===== src/rtl/axil_slot_arbiter_pkg.sv =====
// Shared types and bus widths for the AXI-Lite slot arbiter.
package axil_slot_arbiter_pkg;

  localparam int AXIL_ADDR_W = 32;
  localparam int AXIL_DATA_W = 32;
  localparam int AXIL_STRB_W = AXIL_DATA_W / 8;
  localparam int AXIL_RESP_W = 2;

  typedef enum logic [1:0] {
    W_IDLE = 2'd0,
    W_FWD  = 2'd1,
    W_RESP = 2'd2
  } write_state_e;

  typedef enum logic [1:0] {
    R_IDLE = 2'd0,
    R_ADDR = 2'd1,
    R_DATA = 2'd2
  } read_state_e;

endpackage


===== src/rtl/axil_rr_pick.sv =====
// Combinational round-robin picker: the first requester above the last
// winner wins, wrapping around to the lowest requester otherwise.
module axil_rr_pick #(
  parameter int N      = 2,
  parameter int SLOT_W = 1
) (
  input  logic [N-1:0]      i_req,
  input  logic [SLOT_W-1:0] i_last,
  output logic [SLOT_W-1:0] o_gnt,
  output logic              o_any
);

  // Lowest requester overall is the wrap-around fallback; the lowest
  // requester strictly above the last winner overrides it.
  always_comb begin
    o_gnt = '0;
    o_any = 1'b0;
    for (int i = N - 1; i >= 0; i--) begin
      if (i_req[i]) begin
        o_gnt = SLOT_W'(i);
        o_any = 1'b1;
      end
    end
    for (int i = N - 1; i >= 0; i--) begin
      if (i_req[i] && (i > int'(i_last))) begin
        o_gnt = SLOT_W'(i);
      end
    end
  end

endmodule


===== src/rtl/axil_slot_arbiter.sv =====
// Shares one downstream AXI-Lite slave between NUM_SLOTS upstream masters.
// Write and read paths arbitrate independently, one transaction in flight each.
//
// state  | meaning
// W_IDLE | no write granted; latch round-robin winner on any awvalid
// W_FWD  | forward AW and W of the granted slot until both have handshaken
// W_RESP | route downstream B to the granted slot
// R_IDLE | no read granted; latch round-robin winner on any arvalid
// R_ADDR | forward AR of the granted slot
// R_DATA | route downstream R to the granted slot
module axil_slot_arbiter
  import axil_slot_arbiter_pkg::*;
#(
  parameter int NUM_SLOTS = 2
) (
  input  logic                             clk_main_a0,
  input  logic                             rst_main_n,
  input  logic [NUM_SLOTS*AXIL_ADDR_W-1:0] s_awaddr,
  input  logic [NUM_SLOTS-1:0]             s_awvalid,
  output logic [NUM_SLOTS-1:0]             s_awready,
  input  logic [NUM_SLOTS*AXIL_DATA_W-1:0] s_wdata,
  input  logic [NUM_SLOTS*AXIL_STRB_W-1:0] s_wstrb,
  input  logic [NUM_SLOTS-1:0]             s_wvalid,
  output logic [NUM_SLOTS-1:0]             s_wready,
  output logic [NUM_SLOTS*AXIL_RESP_W-1:0] s_bresp,
  output logic [NUM_SLOTS-1:0]             s_bvalid,
  input  logic [NUM_SLOTS-1:0]             s_bready,
  input  logic [NUM_SLOTS*AXIL_ADDR_W-1:0] s_araddr,
  input  logic [NUM_SLOTS-1:0]             s_arvalid,
  output logic [NUM_SLOTS-1:0]             s_arready,
  output logic [NUM_SLOTS*AXIL_DATA_W-1:0] s_rdata,
  output logic [NUM_SLOTS*AXIL_RESP_W-1:0] s_rresp,
  output logic [NUM_SLOTS-1:0]             s_rvalid,
  input  logic [NUM_SLOTS-1:0]             s_rready,
  output logic [AXIL_ADDR_W-1:0]           m_awaddr,
  output logic                             m_awvalid,
  input  logic                             m_awready,
  output logic [AXIL_DATA_W-1:0]           m_wdata,
  output logic [AXIL_STRB_W-1:0]           m_wstrb,
  output logic                             m_wvalid,
  input  logic                             m_wready,
  input  logic [AXIL_RESP_W-1:0]           m_bresp,
  input  logic                             m_bvalid,
  output logic                             m_bready,
  output logic [AXIL_ADDR_W-1:0]           m_araddr,
  output logic                             m_arvalid,
  input  logic                             m_arready,
  input  logic [AXIL_DATA_W-1:0]           m_rdata,
  input  logic [AXIL_RESP_W-1:0]           m_rresp,
  input  logic                             m_rvalid,
  output logic                             m_rready
);

  localparam int SLOT_W = (NUM_SLOTS > 1) ? $clog2(NUM_SLOTS) : 1;

  write_state_e      r_wstate, w_wstate_nxt;
  read_state_e       r_rstate, w_rstate_nxt;
  logic [SLOT_W-1:0] r_wgnt, w_wgnt_nxt;
  logic [SLOT_W-1:0] r_rgnt, w_rgnt_nxt;
  logic [SLOT_W-1:0] r_ptr_w, w_ptr_w_nxt;
  logic [SLOT_W-1:0] r_ptr_r, w_ptr_r_nxt;
  logic              r_aw_done, w_aw_done_nxt;
  logic              r_w_done, w_w_done_nxt;

  logic [SLOT_W-1:0] w_wpick, w_rpick;
  logic              w_wany, w_rany;

  logic [AXIL_ADDR_W-1:0] w_sel_awaddr;
  logic                   w_sel_awvalid;
  logic [AXIL_DATA_W-1:0] w_sel_wdata;
  logic [AXIL_STRB_W-1:0] w_sel_wstrb;
  logic                   w_sel_wvalid;
  logic                   w_sel_bready;
  logic [AXIL_ADDR_W-1:0] w_sel_araddr;
  logic                   w_sel_arvalid;
  logic                   w_sel_rready;

  axil_rr_pick #(.N(NUM_SLOTS), .SLOT_W(SLOT_W)) u_pick_w (
    .i_req  (s_awvalid),
    .i_last (r_ptr_w),
    .o_gnt  (w_wpick),
    .o_any  (w_wany)
  );

  axil_rr_pick #(.N(NUM_SLOTS), .SLOT_W(SLOT_W)) u_pick_r (
    .i_req  (s_arvalid),
    .i_last (r_ptr_r),
    .o_gnt  (w_rpick),
    .o_any  (w_rany)
  );

  // Mux the granted slot's request-side fields for each path.
  always_comb begin
    w_sel_awaddr  = '0;
    w_sel_awvalid = 1'b0;
    w_sel_wdata   = '0;
    w_sel_wstrb   = '0;
    w_sel_wvalid  = 1'b0;
    w_sel_bready  = 1'b0;
    w_sel_araddr  = '0;
    w_sel_arvalid = 1'b0;
    w_sel_rready  = 1'b0;
    for (int i = 0; i < NUM_SLOTS; i++) begin
      if (SLOT_W'(i) == r_wgnt) begin
        w_sel_awaddr  = s_awaddr[i*AXIL_ADDR_W +: AXIL_ADDR_W];
        w_sel_awvalid = s_awvalid[i];
        w_sel_wdata   = s_wdata[i*AXIL_DATA_W +: AXIL_DATA_W];
        w_sel_wstrb   = s_wstrb[i*AXIL_STRB_W +: AXIL_STRB_W];
        w_sel_wvalid  = s_wvalid[i];
        w_sel_bready  = s_bready[i];
      end
      if (SLOT_W'(i) == r_rgnt) begin
        w_sel_araddr  = s_araddr[i*AXIL_ADDR_W +: AXIL_ADDR_W];
        w_sel_arvalid = s_arvalid[i];
        w_sel_rready  = s_rready[i];
      end
    end
  end

  // Write path next-state and outputs; AW and W may finish in either order.
  always_comb begin
    w_wstate_nxt  = r_wstate;
    w_wgnt_nxt    = r_wgnt;
    w_ptr_w_nxt   = r_ptr_w;
    w_aw_done_nxt = r_aw_done;
    w_w_done_nxt  = r_w_done;
    m_awaddr      = '0;
    m_awvalid     = 1'b0;
    m_wdata       = '0;
    m_wstrb       = '0;
    m_wvalid      = 1'b0;
    m_bready      = 1'b0;
    s_awready     = '0;
    s_wready      = '0;
    s_bvalid      = '0;
    s_bresp       = '0;
    case (r_wstate)
      W_IDLE: begin
        if (w_wany) begin
          w_wgnt_nxt   = w_wpick;
          w_wstate_nxt = W_FWD;
        end
      end
      W_FWD: begin
        m_awaddr  = w_sel_awaddr;
        m_awvalid = w_sel_awvalid & ~r_aw_done;
        m_wdata   = w_sel_wdata;
        m_wstrb   = w_sel_wstrb;
        m_wvalid  = w_sel_wvalid & ~r_w_done;
        for (int i = 0; i < NUM_SLOTS; i++) begin
          if (SLOT_W'(i) == r_wgnt) begin
            s_awready[i] = m_awready & ~r_aw_done;
            s_wready[i]  = m_wready & ~r_w_done;
          end
        end
        w_aw_done_nxt = r_aw_done | (w_sel_awvalid & m_awready);
        w_w_done_nxt  = r_w_done | (w_sel_wvalid & m_wready);
        if (w_aw_done_nxt && w_w_done_nxt) begin
          w_wstate_nxt = W_RESP;
        end
      end
      W_RESP: begin
        m_bready = w_sel_bready;
        for (int i = 0; i < NUM_SLOTS; i++) begin
          if (SLOT_W'(i) == r_wgnt) begin
            s_bvalid[i]                            = m_bvalid;
            s_bresp[i*AXIL_RESP_W +: AXIL_RESP_W] = m_bresp;
          end
        end
        if (m_bvalid && w_sel_bready) begin
          w_ptr_w_nxt   = r_wgnt;
          w_aw_done_nxt = 1'b0;
          w_w_done_nxt  = 1'b0;
          w_wstate_nxt  = W_IDLE;
        end
      end
      default: w_wstate_nxt = W_IDLE;
    endcase
  end

  // Read path next-state and outputs.
  always_comb begin
    w_rstate_nxt = r_rstate;
    w_rgnt_nxt   = r_rgnt;
    w_ptr_r_nxt  = r_ptr_r;
    m_araddr     = '0;
    m_arvalid    = 1'b0;
    m_rready     = 1'b0;
    s_arready    = '0;
    s_rvalid     = '0;
    s_rdata      = '0;
    s_rresp      = '0;
    case (r_rstate)
      R_IDLE: begin
        if (w_rany) begin
          w_rgnt_nxt   = w_rpick;
          w_rstate_nxt = R_ADDR;
        end
      end
      R_ADDR: begin
        m_araddr  = w_sel_araddr;
        m_arvalid = w_sel_arvalid;
        for (int i = 0; i < NUM_SLOTS; i++) begin
          if (SLOT_W'(i) == r_rgnt) begin
            s_arready[i] = m_arready;
          end
        end
        if (w_sel_arvalid && m_arready) begin
          w_rstate_nxt = R_DATA;
        end
      end
      R_DATA: begin
        m_rready = w_sel_rready;
        for (int i = 0; i < NUM_SLOTS; i++) begin
          if (SLOT_W'(i) == r_rgnt) begin
            s_rvalid[i]                            = m_rvalid;
            s_rdata[i*AXIL_DATA_W +: AXIL_DATA_W] = m_rdata;
            s_rresp[i*AXIL_RESP_W +: AXIL_RESP_W] = m_rresp;
          end
        end
        if (m_rvalid && w_sel_rready) begin
          w_ptr_r_nxt  = r_rgnt;
          w_rstate_nxt = R_IDLE;
        end
      end
      default: w_rstate_nxt = R_IDLE;
    endcase
  end

  // State registers; pointers reset to the top slot so slot 0 wins first.
  always_ff @(posedge clk_main_a0) begin
    if (!rst_main_n) begin
      r_wstate  <= W_IDLE;
      r_rstate  <= R_IDLE;
      r_wgnt    <= '0;
      r_rgnt    <= '0;
      r_ptr_w   <= SLOT_W'(NUM_SLOTS - 1);
      r_ptr_r   <= SLOT_W'(NUM_SLOTS - 1);
      r_aw_done <= 1'b0;
      r_w_done  <= 1'b0;
    end else begin
      r_wstate  <= w_wstate_nxt;
      r_rstate  <= w_rstate_nxt;
      r_wgnt    <= w_wgnt_nxt;
      r_rgnt    <= w_rgnt_nxt;
      r_ptr_w   <= w_ptr_w_nxt;
      r_ptr_r   <= w_ptr_r_nxt;
      r_aw_done <= w_aw_done_nxt;
      r_w_done  <= w_w_done_nxt;
    end
  end

endmodule


===== config.mk =====
export PLATFORM = sky130hd
export DESIGN_NAME = axil_slot_arbiter
export DESIGN_NICKNAME = d
export VERILOG_FILES = /design/src/rtl/axil_slot_arbiter_pkg.sv /design/src/rtl/axil_rr_pick.sv /design/src/rtl/axil_slot_arbiter.sv
export SDC_FILE = /design/constraint.sdc
export NUM_CORES = 1
export LEC_CHECK = 0
export CAP_MARGIN = 5
export CORE_AREA = 5 5 168 170
export DETAILED_ROUTE_END_ITERATION = 7
export DIE_AREA = 0 0 173 175
export HOLD_SLACK_MARGIN = 0.12
export PLACE_DENSITY = 0.47
export SLEW_MARGIN = 10
export SYNTH_ARGS = -nofsm -noshare
export SYNTH_HDL_FRONTEND = slang
export SYNTH_SLANG_ARGS = --single-unit
export TNS_END_PERCENT = 10

===== constraint.sdc =====
create_clock -name clk_main_a0 -period 1.7 [get_ports clk_main_a0]
set_clock_uncertainty 0.15 [all_clocks]
set_input_delay 0.34 -clock clk_main_a0 [delete_from_list [all_inputs] [get_ports clk_main_a0]]
set_output_delay 0.34 -clock clk_main_a0 [all_outputs]
set_load 0.01 [all_outputs]

==> reports/qor.yml, run 1 <==
clock_network:
  clkSlewWorstSetupHoldPaths_ns: 0.05
  cts_root_buf: "clkbuf_16"
  clkLatencyLatePin_ns: 0.24
  cts_sinks: 10
  h-tree-depth: 1
  cts_tree: "done"
  cts.hold.buffers_added: 0
  numCtsBuffers: 3
  clk_path_buf_depth: 2
place:
  place_ws_ns: -0.5805
  dp_hpwl_mm: 18.02
  dpl_cell_area_sq_mm: 0.008029
  portBuffers: 439
  gp_congestion: 0.7632
logic_synthesis:
  yosys.area_share.simple_pct: 39.29
  synth-main-ff-cell: "dfxtp_1"
  synthAdderAreaFrac_pct: 0
  yosys_warnings: 0
  synth-seq-cells: 10
  postSynthCellCount: 387
  yosysSeqAreaShare_pct: 7.185
  synth_mux_area_share_pct: 38.75
  syn_area_sq_mm: 0.002786
  synth_edf_count: 0
  ys_types: 35
  syn-num-nets: 640
  async_reset_ff_share_pct: 0
  synth_top_family_by_area: "simple AND/OR/NAND/NOR gates"
  synth_xor_xnor_area_share_pct: 0
  syn_area_per_cell_sq_um: 7.200
  synth_compound_area_share_pct: 5.299
cells_and_area:
  utilization_pct: 30.49
  areaGrowthSynthToFinish_pct: 190.8
  nets: 1134
  drive_gt1_share_pct: 37.95
  fin_area_sq_mm: 0.008104
  nFillCells: 2908
global_routing:
  grt_pass1_wl_mm: 30.44
  grt_overflow: 0
  grt_usage_pct: 12.83
  grt_pass1_vias: 4852
  antenna_found_initial: 2
  grt_max_degree: 27
flow_run:
  drv_cap: 0
sta:
  fin_crit_sh_pct: 115.4
  rsz0062_at_grt: "true"
  fmax_mhz: 509.7
  post-route-min-period_ns: 1.962
  setup_viol: 184
  drv_slew: 0
  hold_ws_ns: 0.3621
  worstMarginPinSlew_ns: 0.3353
  fin_ws_ns: -0.2621
  slew_headroom_pct: 77.58
  hold_violations: 0
route:
  drc: 0
  via_per_inst: 3.782
  wirelength_mm: 20.93
  routedWlPerCell_microns: 17.13
  final_antenna_net_count: 0
  via_count: 4622
  dr.pass1.iters: 4
  drt_iter0_markers: 55
setup_path:
  end_kind: "primary output"
  critical_path_class: "flip-flop to primary output"
  r2r_end: "r_ptr_w$_SDFFE_PN1P_"
  startpoint_type: "flip-flop"
  slowest_stage: "dfxtp_4"
  path_cells: "buf_12, bufbuf_16, mux2i_4, nor2_1, buf_2"
  worst-path-max-fanout: 7
  r2r_slack_ns: 0.14
  reg2reg_depth: 6
  cp_data_arrival_time_ns: 1.47
  crit_required_ns: 1.21
  crit_path_max_incr_delay_ns: 0.39
  worstReg2RegStart: "r_wgnt$_SDFFE_PN0P_"
floorplan:
  initial_core_util_pct: 10.48
  core_area_sq_mm: 0.02658
  die_h_microns: 175
  dieArea_sq_mm: 0.03028
  io-pin-count: 440
  die_w_microns: 173
  rows: 60
worst_hold_path:
  hp-class: "flip-flop to flip-flop"
  holdPathStages: 2
  min_from: "r_ptr_w$_SDFFE_PN1P_"
  hold_path_end: "r_ptr_w$_SDFFE_PN1P_"
run_status:
  violations: "setup timing"
  status: "finished with violations"
pwr:
  p_leak_uw: 0.003591
  pwr_density_cell_mw_per_mm2: 340.4
  irDropWorstVdd_v: 0.0003558
synth_stat cells (2+ instances only):
master / number / area share, %
buf_6: 13 / 5.3
buf_4: 2 / 0.54
mux2i_1: 101 / 36
nor3b_1: 2 / 0.54
nand3_1: 3 / 0.54
mux2_4: 2 / 1.1
nor2_1: 110 / 15
nand2b_1: 5 / 1.1
nor2_8: 2 / 1.4
mux2i_2: 2 / 0.99
and2_1: 70 / 16
clkbuf_1: 2 / 0.27
nand2_1: 4 / 0.54
nor3_1: 4 / 0.72
a21oi_1: 2 / 0.36
o31ai_1: 5 / 1.3
nor4b_1: 2 / 0.63
and3_1: 5 / 1.1
buf_2: 16 / 2.9
o21a_1: 5 / 1.3
inv_1: 4 / 0.54
dfxtp_1: 10 / 7.2
and4b_1: 2 / 0.72
a21boi_1: 2 / 0.54
nor2b_1: 2 / 0.45
metal layers:
metal	vias to the layer above	wire, microns	global-route usage (%)
li1	2288	-	-
met1	2054	7243	12.87
met2	266	11080	24.66
met3	12	2345	6.145
met4	2	251	1.663
met5	-	13	0
critical path: cells and delay by family (launching register included):
| family | cells | cell delay [ns] |
|---|---|---|
| muxes | 1 | 0.22 |
| DFF | 1 | 0.39 |
| and+or+nand+nor | 1 | 0.05 |
| buffers and inverters | 3 | 0.56 |
final cells by class:
type	instances	area, sq um	area share [%]
tap	341	426.7	5.265
sequential	10	210.2	2.594
inverter	4	15.01	0.1853
antenna	1	2.502	0.03088
clock buffer	4	88.84	1.096
multi-input combinational	340	2610	32.21
timing repair buffer	522	4751	58.62
cell usage in the layout (no fill, tap or decap), types with 3 or more instances in the layout:
cell and count:
mux2i_1 86, buf_4 42, o31ai_1 4, buf_6 45, clkbuf_16 4, buf_12 20
dfxtp_1 6, o21a_1 5, buf_16 5, nor3_2 3, mux2i_2 7, nor2_1 99
buf_2 123, and3_1 4, mux2i_4 10, nand3_1 3, and2_1 62, nand2_1 4
and2_4 8, nor2_2 10, nand2b_4 4, inv_1 4, clkbuf_2 29, clkdlybuf4s50_1 250
where the power goes:
group | leakage, uW | total, uW | switching [uW] | internal, uW
clock network | 0.0000442 | 475 | 120 | 355
logic | 0.00346 | 2020 | 785 | 1230
registers | 0.0000840 | 263 | 15.0 | 248
state kept, by name, indices dropped and copies added (netlist names):
register,flops
r_wgnt,1
r_aw_done,1
r_w_done,1
r_wstate,2
r_rstate,2
r_ptr_r,1
r_rgnt,1
r_ptr_w,1
repair_timing:
item	CTS	global route
cloned	6	1
pin swaps	4	11
endpoints found under the setup margin	187	188
gates resized for setup	654	212
buffers inserted	12	1
how the worst max path moves through the flow:
stage | from | end | slack [ns]
3_5_place_dp | s_wvalid[0] | m_wvalid | -0.58
5_1_grt | r_wgnt$_SDFFE_PN0P_ | m_wdata[25] | -0.31
2_1_floorplan | r_wstate[1]$_SDFFE_PN0P_ | m_awvalid | 0.11
3_3_place_gp | s_wvalid[0] | m_wvalid | -0.57
6_report | r_wgnt$_SDFFE_PN0P_ | m_wdata[25] | -0.26
4_1_cts | r_wgnt$_SDFFE_PN0P_ | m_wvalid | -0.31
kinds of logic after synthesis:
family / count (synthesis)
and+or+nand+nor: 214
muxes: 106
DFF: 10
AOI/OAI and AO/OA: 20
buffers and inverters: 37
stage by stage:
step,total power (uW),std cells,TNS [ns]
5_1_grt,2947,1221,-32.01
3_3_place_gp,2269,1199,-64.52
4_1_cts,2776,1220,-33.20
3_5_place_dp,2263,1199,-64.90
2_1_floorplan,906.2,387,0
6_report,2758,1222,-20.28
Note: power is estimated with default switching activity, not from simulation.
==> run 2: changes to the inputs <==
Settings changed: SETUP_SLACK_MARGIN from default to 0.05.
==> reports/qor.yml, run 2 (synthesis results as in run 1) <==
run_status:
  status: "finished with violations"  # unchanged
  violations: "setup timing"  # unchanged
pwr:
  power_switching_uw: 922.7  # was 920.7 uW
  seq_power_share_pct: 9.5  # about the same
  p_leak_uw: 0.003592  # was 0.003591 uW
  pwr_density_cell_mw_per_mm2: 340.2  # was 340.4 mW/mm^2
  irDropWorstVdd_v: 0.0003559  # was 0.0003558 V
  comb_power_share_pct: 73.3  # was 73.2%
  swShare_pct: 33.41  # was 33.38%
  pwr-share-clk_pct: 17.2  # about the same
  p_int_uw: 1839  # was 1838 uW
setup_path:
  end_kind: "primary output"  # unchanged
  r2r_slack_ns: 0.14  # about the same
  r2r_end: "r_ptr_w$_SDFFE_PN1P_"  # unchanged
  startpoint_type: "flip-flop"  # unchanged
  reg2reg_depth: 6  # unchanged
  worstReg2RegStart: "r_wgnt$_SDFFE_PN0P_"  # unchanged
  cp_data_arrival_time_ns: 1.47  # about the same
  worst-path-max-fanout: 7  # unchanged
  crit_required_ns: 1.21  # about the same
  critical_path_class: "flip-flop to primary output"  # unchanged
route:
  dr.pass1.iters: 4  # unchanged
  final_antenna_net_count: 0  # unchanged
  via_per_inst: 3.782  # unchanged
  met1_length_mm: 7.243  # unchanged
  via_count: 4622  # unchanged
  met2_length_mm: 11.08  # about the same
  routedWlPerCell_microns: 17.13  # about the same
  drc: 0  # unchanged
  drt_iter0_markers: 60  # was 55
  met3_length_mm: 2.345  # unchanged
  wirelength_mm: 20.94  # was 20.93 mm
  top_layer: "met5"  # unchanged
floorplan:
  initial_core_util_pct: 10.48  # unchanged
  core_area_sq_mm: 0.02658  # unchanged
  die_h_microns: 175  # unchanged
  io-pin-count: 440  # unchanged
  dieArea_sq_mm: 0.03028  # unchanged
  die_w_microns: 173  # unchanged
  rows: 60  # unchanged
global_routing:
  grt_usage_pct: 12.83  # unchanged
  antenna_found_initial: 2  # unchanged
  grt_max_degree: 27  # unchanged
  grt_pass1_vias: 4852  # unchanged
  grt_pass1_wl_mm: 30.44  # unchanged
  grt_overflow: 0  # unchanged
cells_and_area:
  fin_area_sq_mm: 0.008117  # was 0.008104 sq mm
  fin_cells: 1222  # unchanged
  final_common_cell: "clkdlybuf4s50_1"  # unchanged
  layout_common_cells: "250 x clkdlybuf4s50_1, 123 x buf_2, 99 x nor2_1"  # unchanged
  nFillCells: 2904  # was 2908
  areaGrowthSynthToFinish_pct: 191.3  # was 190.8%
  drive_gt1_share_pct: 37.95  # unchanged
  top_regs: "r_rstate: 2 flops, r_wstate: 2 flops"  # unchanged
  nets: 1134  # unchanged
  utilization_pct: 30.54  # was 30.49%
sta:
  rsz0062_at_grt: "true"  # unchanged
  worstMarginPinSlew_ns: 0.3353  # unchanged
  hold_violations: 0  # unchanged
  slew_headroom_pct: 77.58  # unchanged
  hold_ws_ns: 0.3633  # was 0.3621 ns
  fin_crit_sh_pct: 115.4  # about the same
  fin_ws_ns: -0.2622  # was -0.2621 ns
  setup_viol: 184  # unchanged
  tns_ns: -20.32  # was -20.28 ns
  drv_slew: 0  # unchanged
  post-route-min-period_ns: 1.962  # about the same
  fmax_mhz: 509.6  # was 509.7 MHz
place:
  dp.cells: 1199  # unchanged
  dp_hpwl_mm: 18.02  # unchanged
  dpl_cell_area_sq_mm: 0.008029  # unchanged
  gp_congestion: 0.7632  # unchanged
  portBuffers: 439  # unchanged
clock_network:
  cts_root_buf: "clkbuf_16"  # unchanged
  cts.hold.buffers_added: 0  # unchanged
  clkSlewWorstSetupHoldPaths_ns: 0.05  # about the same
  h-tree-depth: 1  # unchanged
  cts_sinks: 10  # unchanged
  cts_tree: "done"  # unchanged
  clkLatencyLatePin_ns: 0.24  # about the same
  numCtsBuffers: 3  # unchanged
  clk_path_buf_depth: 2  # unchanged
worst_hold_path:
  hp-class: "flip-flop to flip-flop"  # unchanged
  min_from: "r_ptr_w$_SDFFE_PN1P_"  # unchanged
  hold_path_end: "r_ptr_w$_SDFFE_PN1P_"  # unchanged
  holdPathStages: 2  # unchanged
flow_run:
  drv_cap: 0  # unchanged
==> run 2: power by group through the flow <==
stage	Sequential [uW]	Combinational, uW	Clock [uW]
finish	263	2020	475
global route	265	2180	506
CTS	263	2020	491
detailed placement	270	1990	0
global placement	270	2000	0
floorplan	264	642	0
==> run 2: metal layers <==
| layer | vias to the layer above | track usage [%] |
|---|---|---|
| met2 | 266 | 24.66 |
| li1 | 2289 | - |
| met5 | - | 0 |
| met1 | 2053 | 12.87 |
| met3 | 12 | 6.145 |
| met4 | 2 | 1.663 |
==> run 2: stage by stage <==
stage          worst slack, ns  power (uW)
4_1_cts                -0.3090        2776
6_report               -0.2622        2761
3_5_place_dp           -0.5805        2263
5_1_grt                -0.3105        2950
3_3_place_gp           -0.5744        2269
2_1_floorplan           0.1150       906.2
==> run 2: critical path, cell delays in order, from the launching register on <==
cell and delay, ns:
dfxtp_4 0.39, buf_12 0.15, bufbuf_16 0.27, mux2i_4 0.22, nor2_1 0.05, buf_2 0.14
==> run 2: worst max-delay path by stage <==
stage | start | end | slack, ns | depth (start not counted)
2_1_floorplan | r_wstate[1]$_SDFFE_PN0P_ | m_awvalid | 0.11 | 4
3_3_place_gp | s_wvalid[0] | m_wvalid | -0.57 | 4
3_5_place_dp | s_wvalid[0] | m_wvalid | -0.58 | 4
4_1_cts | r_wgnt$_SDFFE_PN0P_ | m_wvalid | -0.31 | 4
5_1_grt | r_wgnt$_SDFFE_PN0P_ | m_wdata[25] | -0.31 | 5
6_report | r_wgnt$_SDFFE_PN0P_ | m_wdata[25] | -0.26 | 5
==> run 2: area by class of cell <==
| type | count | area, sq um | area share (%) |
|---|---|---|---|
| tap | 341 | 426.7 | 5.257 |
| clock buffer | 4 | 88.84 | 1.094 |
| antenna | 1 | 2.502 | 0.03083 |
| multi-input combinational | 340 | 2619 | 32.26 |
| sequential | 10 | 210.2 | 2.590 |
| timing repair buffer | 522 | 4755 | 58.58 |
| inverter | 4 | 15.01 | 0.1850 |
==> run 2: timing repair <==
item | CTS | global route
setup buffers | 12 | 1
pin swaps | 4 | 12
cloned | 6 | 1
gates resized for setup | 654 | 214
endpoints found under the setup margin | 187 | 188
